**src/rtl/ext_alu_responder.sv**
```systemverilog
// ext_alu_responder
//   Responder side of a strobe-handshaked external ALU. The initiator presents
//   OP1 and ALUOP with CSR_ALU_IN[1]. It then presents OP2 with CSR_ALU_IN[2].
//   The responder computes the result and shows it on OP3 with CSR_ALU_OUT[2].
//   The result stays there until the initiator raises and then drops
//   CSR_ALU_IN[0] (result protect).
//
// Ports
//   clk          single clock, rising edge
//   rst          synchronous, active-high reset
//   ALUOP[3:0]   opcode, captured together with OP1
//   OP1[31:0]    first operand
//   OP2[31:0]    second operand
//   CSR_ALU_IN   [0] result protect, [1] OP1 valid, [2] OP2 valid
//   CSR_ALU_OUT  [0] ready for OP1, [1] ready for OP2, [2] result valid
//   OP3[31:0]    registered result
//
// Parameter
//   LATENCY      edges from OP2 capture to result for non-iterative ops (1..15)
module ext_alu_responder #(
    parameter int LATENCY = 4
) (
    input  logic        clk,
    input  logic        rst,
    input  logic [3:0]  ALUOP,
    input  logic [31:0] OP1,
    input  logic [31:0] OP2,
    input  logic [2:0]  CSR_ALU_IN,
    output logic [2:0]  CSR_ALU_OUT,
    output logic [31:0] OP3
);

    typedef enum logic [1:0] {WAIT_OP1, WAIT_OP2, COMPUTE, DONE} state_t;

    localparam logic [3:0] OP_MUL  = 4'd10;
    localparam logic [3:0] OP_DIVU = 4'd11;

    state_t      state_reg;
    logic [2:0]  csr_out_reg;
    logic [31:0] op3_reg;
    logic [3:0]  aluop_reg;
    logic [31:0] op1_reg;
    logic [31:0] op2_reg;
    logic [4:0]  count_reg;
    logic        seen_protect_reg;

    // Iterative datapath shared by MUL and DIVU:
    //   MUL : work_a = shifted multiplicand, work_b = shifted multiplier, acc = partial sum
    //   DIVU: work_a = dividend shifting out / quotient shifting in,
    //         work_b = divisor, acc = partial remainder
    logic [31:0] work_a_reg;
    logic [31:0] work_b_reg;
    logic [31:0] acc_reg;

    logic        is_iter;
    logic        is_mul;
    logic        last_cycle;
    logic [31:0] mul_acc_next;
    logic [32:0] div_shift;
    logic [32:0] div_diff;
    logic        div_ge;
    logic [31:0] div_rem_next;
    logic [31:0] div_quot_next;
    logic [31:0] simple_result;
    logic [31:0] final_result;

    assign is_mul  = (aluop_reg == OP_MUL);
    assign is_iter = is_mul || (aluop_reg == OP_DIVU);

    // Iterative ops finish on their 32nd step. All other ops finish after LATENCY edges.
    assign last_cycle = is_iter ? (count_reg == 5'd31)
                                : (count_reg == 5'(LATENCY - 1));

    // One shift-add multiply step.
    assign mul_acc_next = acc_reg + (work_b_reg[0] ? work_a_reg : 32'd0);

    // One restoring-divide step. Bit 32 of the difference is the borrow.
    // With a zero divisor there is never a borrow, so the quotient fills with ones.
    assign div_shift     = {acc_reg, work_a_reg[31]};
    assign div_diff      = div_shift - {1'b0, work_b_reg};
    assign div_ge        = ~div_diff[32];
    assign div_rem_next  = div_ge ? div_diff[31:0] : div_shift[31:0];
    assign div_quot_next = {work_a_reg[30:0], div_ge};

    always_comb begin
        simple_result = 32'd0;
        case (aluop_reg)
            4'd0: simple_result = op1_reg + op2_reg;
            4'd1: simple_result = op1_reg - op2_reg;
            4'd2: simple_result = op1_reg & op2_reg;
            4'd3: simple_result = op1_reg | op2_reg;
            4'd4: simple_result = op1_reg ^ op2_reg;
            4'd5: simple_result = op1_reg << op2_reg[4:0];
            4'd6: simple_result = op1_reg >> op2_reg[4:0];
            4'd7: simple_result = $unsigned($signed(op1_reg) >>> op2_reg[4:0]);
            4'd8: simple_result = {31'd0, $signed(op1_reg) < $signed(op2_reg)};
            4'd9: simple_result = {31'd0, op1_reg < op2_reg};
            default: simple_result = 32'd0;
        endcase
    end

    always_comb begin
        final_result = simple_result;
        if (is_iter) begin
            final_result = is_mul ? mul_acc_next : div_quot_next;
        end
    end

    always_ff @(posedge clk) begin
        if (rst) begin
            state_reg        <= WAIT_OP1;
            csr_out_reg      <= 3'b001;
            op3_reg          <= 32'd0;
            aluop_reg        <= 4'd0;
            op1_reg          <= 32'd0;
            op2_reg          <= 32'd0;
            count_reg        <= 5'd0;
            seen_protect_reg <= 1'b0;
            work_a_reg       <= 32'd0;
            work_b_reg       <= 32'd0;
            acc_reg          <= 32'd0;
        end else begin
            case (state_reg)
                WAIT_OP1: begin
                    if (CSR_ALU_IN[1]) begin
                        op1_reg     <= OP1;
                        aluop_reg   <= ALUOP;
                        state_reg   <= WAIT_OP2;
                        csr_out_reg <= 3'b010;
                    end
                end
                WAIT_OP2: begin
                    if (CSR_ALU_IN[2]) begin
                        op2_reg     <= OP2;
                        work_a_reg  <= op1_reg;
                        work_b_reg  <= OP2;
                        acc_reg     <= 32'd0;
                        count_reg   <= 5'd0;
                        state_reg   <= COMPUTE;
                        csr_out_reg <= 3'b000;
                    end
                end
                COMPUTE: begin
                    count_reg <= count_reg + 5'd1;
                    if (is_mul) begin
                        acc_reg    <= mul_acc_next;
                        work_a_reg <= work_a_reg << 1;
                        work_b_reg <= work_b_reg >> 1;
                    end else if (is_iter) begin
                        acc_reg    <= div_rem_next;
                        work_a_reg <= div_quot_next;
                    end
                    if (last_cycle) begin
                        op3_reg          <= final_result;
                        seen_protect_reg <= 1'b0;
                        state_reg        <= DONE;
                        csr_out_reg      <= 3'b100;
                    end
                end
                DONE: begin
                    if (seen_protect_reg && !CSR_ALU_IN[0]) begin
                        seen_protect_reg <= 1'b0;
                        state_reg        <= WAIT_OP1;
                        csr_out_reg      <= 3'b001;
                    end else if (CSR_ALU_IN[0]) begin
                        seen_protect_reg <= 1'b1;
                    end
                end
                default: begin
                    state_reg   <= WAIT_OP1;
                    csr_out_reg <= 3'b001;
                end
            endcase
        end
    end

    assign CSR_ALU_OUT = csr_out_reg;
    assign OP3         = op3_reg;

endmodule
```
**config.mk**
```make
export PLATFORM = sky130hd
export DESIGN_NAME = ext_alu_responder
export DESIGN_NICKNAME = d
export VERILOG_FILES = /design/src/rtl/ext_alu_responder.sv
export SDC_FILE = /design/constraint.sdc
export NUM_CORES = 1
export LEC_CHECK = 0
export BUFFER_PORTS_ARGS = -buffer_cell sky130_fd_sc_hd__buf_2
export CAP_MARGIN = 20
export CORE_MARGIN = 1
export CORE_UTILIZATION = 40
export DETAILED_ROUTE_END_ITERATION = 12
export PLACE_DENSITY = 0.6
export SLEW_MARGIN = 20
export SYNTH_ARGS = -nofsm -noshare
export SYNTH_HDL_FRONTEND = slang
export SYNTH_SLANG_ARGS = --single-unit
export TNS_END_PERCENT = 50
```
**constraint.sdc**
```tcl
create_clock -name clk -period 10.5 [get_ports clk]
set_input_delay 0.525 -clock clk [delete_from_list [all_inputs] [get_ports clk]]
set_output_delay 0.525 -clock clk [all_outputs]
set_load 0.02 [all_outputs]
```
==> After elaboration in Yosys (flattened, before gate mapping) <==
Cells that the tools add are included.
{ "totals": {"reg_bits": 207, "latchBits": 0, "ramBits": 0, "rom_bits": 0, "out_inout_bits": 35, "elab_cells": 96, "mem_count": 0} }
{ "classes": {"addsub": 5, "mul": 0, "n_div": 0, "magnitude_cmp": 2, "eq_ne": 23, "shifts": 3, "mux": 33, "bitwise": 4, "reduce_logical": 15} }
{ "ops": {"columns": ["cell", "n"], "rows": [
  ["$mux 32", 12],
  ["$pmux 32 s10", 1],
  ["$pmux 32 s2", 3],
  ["$add 32x32->32", 2],
  ["$lt 32x32->1", 2],
  ["$sub 33x32->33", 1],
  ["$and 32x32->32", 1],
  ["$or 32x32->32", 1],
  ["$shl 32x5->32", 1],
  ["$shr 32x5->32", 1],
  ["$sshr 32x5->32", 1],
  ["$sub 32x32->32", 1],
  ["$xor 32x32->32", 1],
  ["$eq 4x3->1 const B", 4],
  ["$eq 4x4->1 const B", 4],
  ["$mux 3", 4],
  ["$pmux 3 s4", 1],
  ["$ne 2x2->1 const B", 5],
  ["$pmux 5 s2", 1],
  ["$reduce_and 3->1", 3],
  ["$eq 4x2->1 const B", 2],
  ["$mux 2", 4],
  ["$pmux 2 s4", 1],
  ["$reduce_and 2->1", 4],
  ["other kinds (18)", 24]
]} }

==> Depth between registers and ports, before layout <==
{ "logic_depth": {"ltp_word": 5, "mapped_depth": 15, "depth_no_buf": 13} }

==> Worst setup path after synthesis <==
OpenSTA, ideal clock, no wires.
{ "synth_timing": {"path_type": "register to register", "from": "reg op2_reg[2]", "to": "reg op3_reg[31] (netlist: OP3[31])", "t_arrival_ps": 3700, "required_ps": 10438, "path_slack_ps": 6738, "stages_incl_launch_ff": 15, "n_path_buf": 3, "synth_period_minus_slack_ps": 3762, "path_cell_list": "dfxtp_1 clkbuf_1 clkinv_1 buf_1 clkbuf_1 ha_1 nor3_1 o311ai_2 a31oi_1 o31ai_2 a31oi_2 a221o_2 or4_1 a21bo_1 nand3_1"} }
{ "synth_via": {"elab_chain_len": 3, "elab_cells_between_ends": 7, "cone_classes": "2 x add/sub; 3 x shift; 2 x mux"} }
{ "synth_rtl": {"columns": ["item", "line_no", "rtl"], "rows": [
  ["start, declared", "43", "logic [31:0] op2_reg;"],
  ["start signal, assigned", "116", "op2_reg <= 32'd0;"],
  ["start signal, assigned", "134", "op2_reg <= OP2;"],
  ["$sub 32x32->32 (tied with other cells)", "89", "4'd1: simple_result = op1_reg - op2_reg;"],
  ["$pmux 32 s10 (*)", "87", "case (aluop_reg)"],
  ["$mux 32 (*)", "104", "if (is_iter) begin"],
  ["end signal, assigned", "154", "op3_reg <= final_result;"],
  ["end, declared", "40", "logic [31:0] op3_reg;"]
]} }
Every way passes the cells marked *; elsewhere a longest branch is shown, timed or not.
A chain may end at the register's enable or synchronous reset.

==> Worst setup path in the final report <==
{ "layout_timing": {"from": "reg work_b_reg[0]", "to": "reg acc_reg[25]"} }
{ "layout_via": {"elab_chain_len": 5, "elab_cells_between_ends": 7, "cone_classes": "2 x add/sub; 5 x mux"} }
{ "layout_rtl": {"columns": ["item", "line_no", "rtl"], "rows": [
  ["start, declared", "52", "logic [31:0] work_b_reg;"],
  ["start signal, assigned", "148", "work_b_reg <= work_b_reg >> 1;"],
  ["$sub 33x32->33", "80", "assign div_diff = div_shift - {1'b0, work_b_reg};"],
  ["$mux 32", "82", "assign div_rem_next = div_ge ? div_diff[31:0] : div_shift[31:0];"],
  ["$mux 32", "149", "end else if (is_iter) begin"],
  ["$mux 32 (*)", "145", "if (is_mul) begin"],
  ["$pmux 32 s2 (*)", "123", "case (state_reg)"],
  ["end signal, assigned", "146", "acc_reg <= mul_acc_next;"],
  ["end signal, assigned", "150", "acc_reg <= div_rem_next;"],
  ["end, declared", "53", "logic [31:0] acc_reg;"]
]} }
Every way passes the cells marked *; elsewhere a longest branch is shown, timed or not. The select of a mux whose other input is x is not followed.

==> run metrics <==
sequential cell area fraction in the yosys report 0.1920; reg-to-reg startpoint work_b_reg[0]$_SDFFE_PP0P_; fraction of layout cells with a size suffix above 1 0.1135; pin count of the biggest net entering global routing 100; Leakage Power between 9 and 10 nW; routed length per placed instance 26.00 µm; ports placed on the boundary 108; tightest slew margin relative to the limit 0.2224; Synth Cell Area 0.02158 mm²; dpl cell area 0.02250 mm²; status completed; initial antenna violation count 1; final-stage net count 3,089; Congestion Overflow GR 0; clock tree from TritonCTS yes; number of max-slew violations in the final report 0; post-cts gate resize count 0; Clock H-tree levels 1; transition time at the pin with the least slew margin 1.161 ns; startpoint kind of the worst setup timing path flop; count of placed standard cells in the final layout, fillers left out 3,551; class of the most critical hold timing path in -> reg; vias in the first global route 21,090; syn avg cell area 7.490 µm²; count of buffering cells on the critical path with inverters included 1; latest clock arrival within the worst-skew pair 0.60 ns; Rows 84; top cell family by delay on the critical path simple AND/OR/NAND/NOR gates; placed wire-length estimate approximately 70 mm; cell at the slowest stage of the critical path dfxtp_1; Syn-to-layout area delta 8.808%; Yosys reg bits 207; Remaining DRCs 0; number of instances in the placed design 3,500; top fanout value on the critical path 34; final total negative setup slack 0 ns; Initial Util 0.4074; CTS sink cnt 207; worst setup path category reg -> reg; power per cell area 217.6 mW/mm²; Die Height 234.3 µm; Std-Cell Core Area 0.05297 mm²; Critical R2R Capture acc_reg[25]$_SDFFE_PP0P_; endpoint type of the worst setup path flop; top area cells in the synthesized netlist dfxtp_1, ha_1, mux2i_1; number of buffers created by CTS 28; via/cell ratio 6.355; Crit. Startpoint work_b_reg[0]$_SDFFE_PP0P_; data required time at the worst endpoint 11.00 ns; arrival time at the worst endpoint 5.44 ns; Synth top cells by count nand2_1, nor2_1, a21oi_1, dfxtp_1, clkbuf_1; Die Wd ~230 µm; hold-fix buffers at CTS 0; Antenna diodes 0; endpoints failing setup 0; yosys synthesis warning count 0; WL final 92.34 mm; buffers from clock root to sink, at most 3; post-synth net total 3,128; worst vdd ir 0.0001360 V; Main synth FF type dfxtp_1; Synth area leader dfxtp_1; final hold vios 0; Worst R2R Setup Slack between 5 and 6 ns; Total Routing Usage GR 0.3316; number of stages on the worst setup path 12; series of cell instances along the critical path ha_1 -> inv_1 -> fa_1 -> a21oi_1 -> o22ai_1 -> nor2_1 -> o211ai_1 -> and4_4 -> o2111ai_4 -> nand3_2 -> or3_1 -> a41o_1; slowest stage delay, CP approximately 0.91 ns; global-route wire length before repair 137.7 mm; total non-filler cell area in the finished layout around 0.023 mm²; DRC marker count from the first detailed-route iteration 2,314; First-pass DRT Iterations 6; IO Port Bufs approximately 110; clock tree root buffer cell clkbuf_16; most frequent cell after synthesis nand2_1; clock-pin slew on the worst setup and hold paths 0.07 ns; part of the cycle the worst path needs 0.4708; number of enable flip-flop cells after synthesis 0; post-synth top area share 0.1920; overall die area 0.05488 mm²; total power between 5 and 6 mW; Post-synth ARST share 0; gate count of the mapped netlist 2,881; setup clock skew after layout about 0.017 ns; post-route antenna net violation count 0; Distinct cells, synth 100; Max Fclk between 200 and 250 MHz; count of maximum capacitance violations 0; minimum clock period 4.943 ns; routability cong. about 1.0; Worst Setup EP acc_reg[25]$_SDFFE_PP0P_; Post-CTS Setup Bufs 0; unrepaired setup endpoints after global routing no; depth of the worst register-to-register path 12; number of vias after detailed routing 22,570
cell type report:
cell class                 count  area (µm²)
fill                        5455       29490
multi-input combinational   2297       16020
sequential                   207        4155
timing repair buffer         152       879.6
tap                          688       860.8
clock buffer                  39       802.0
inverter                     156       585.6
clock inverter                12       175.2
worst register-to-register path, delay by kind of cell (launching register included):
family | cells | cell delay [ns]
fa+ha+maj | 2 | 0.75
buf+inv | 1 | 0.07
simple gates | 4 | 1.98
flops | 1 | 0.91
compound gates | 5 | 1.12
how the worst min path moves through the flow:
stage	end	start	cells after the start	slack, ns
after floorplan	op2_reg[10]$_SDFFE_PP0P_	op2_reg[10]$_SDFFE_PP0P_	2	0.45
after global placement	CSR_ALU_OUT[0]$_SDFFE_PP1P_	CSR_ALU_OUT[0]$_SDFFE_PP1P_	1	0.45
after detailed placement	CSR_ALU_OUT[0]$_SDFFE_PP1P_	CSR_ALU_OUT[0]$_SDFFE_PP1P_	1	0.45
after CTS	op1_reg[16]$_SDFFE_PP0P_	OP1[16]	3	0.13
after global routing	op1_reg[18]$_SDFFE_PP0P_	OP1[18]	3	0.15
final	op1_reg[16]$_SDFFE_PP0P_	OP1[16]	3	0.15
logic make-up after synthesis:
| group | synth area share |
|---|---|
| buffers and inverters | 0.06906 |
| flip-flops | 0.1920 |
| XOR/XNOR | 0.02557 |
| adder cells (fa/ha/maj) | 0.1023 |
| AND/OR/NAND/NOR | 0.1909 |
| AO/OA/AOI/OAI | 0.2920 |
| multiplexers | 0.1281 |
placed cells by master, fill, tap and decap left out, drive strengths merged, types with 22 or more instances in the layout:
cell type / instances
nand2: 310
nor2: 305
a21oi: 260
dfxtp: 207
ha: 170
o21ai: 170
inv: 157
buf: 152
mux2i: 139
a211oi: 101
nor3: 60
a21o: 57
nand3: 53
mux4: 52
xnor2: 42
and2: 42
clkbuf: 39
o211ai: 32
a22oi: 31
a221oi: 29
a31oi: 26
o21bai: 24
and3: 22
metal layers:
metal	global-route usage	routed length, µm
met5	0	0
met4	0.1061	3349
met3	0.04244	6771
met2	0.5157	40650
met1	0.4710	41570
where the power goes:
part	internal [mW]	total (mW)	switching, mW
logic	1.03	2.87	1.84
clock network	0.609	1.03	0.420
registers	0.950	1.21	0.261
metrics by stage:
| stage | worst slack [ns] | util | hold slack, ns |
|---|---|---|---|
| global placement | 5.720 | 0.4247 | 0.4474 |
| finish | 5.557 | 0.4432 | 0.1517 |
| global route | 5.233 | 0.4432 | 0.1537 |
| CTS | 5.583 | 0.4431 | 0.1310 |
| floorplan | 6.738 | - | 0.4530 |
| detailed placement | 5.620 | 0.4247 | 0.4548 |
(Power assumes the default switching activity.)
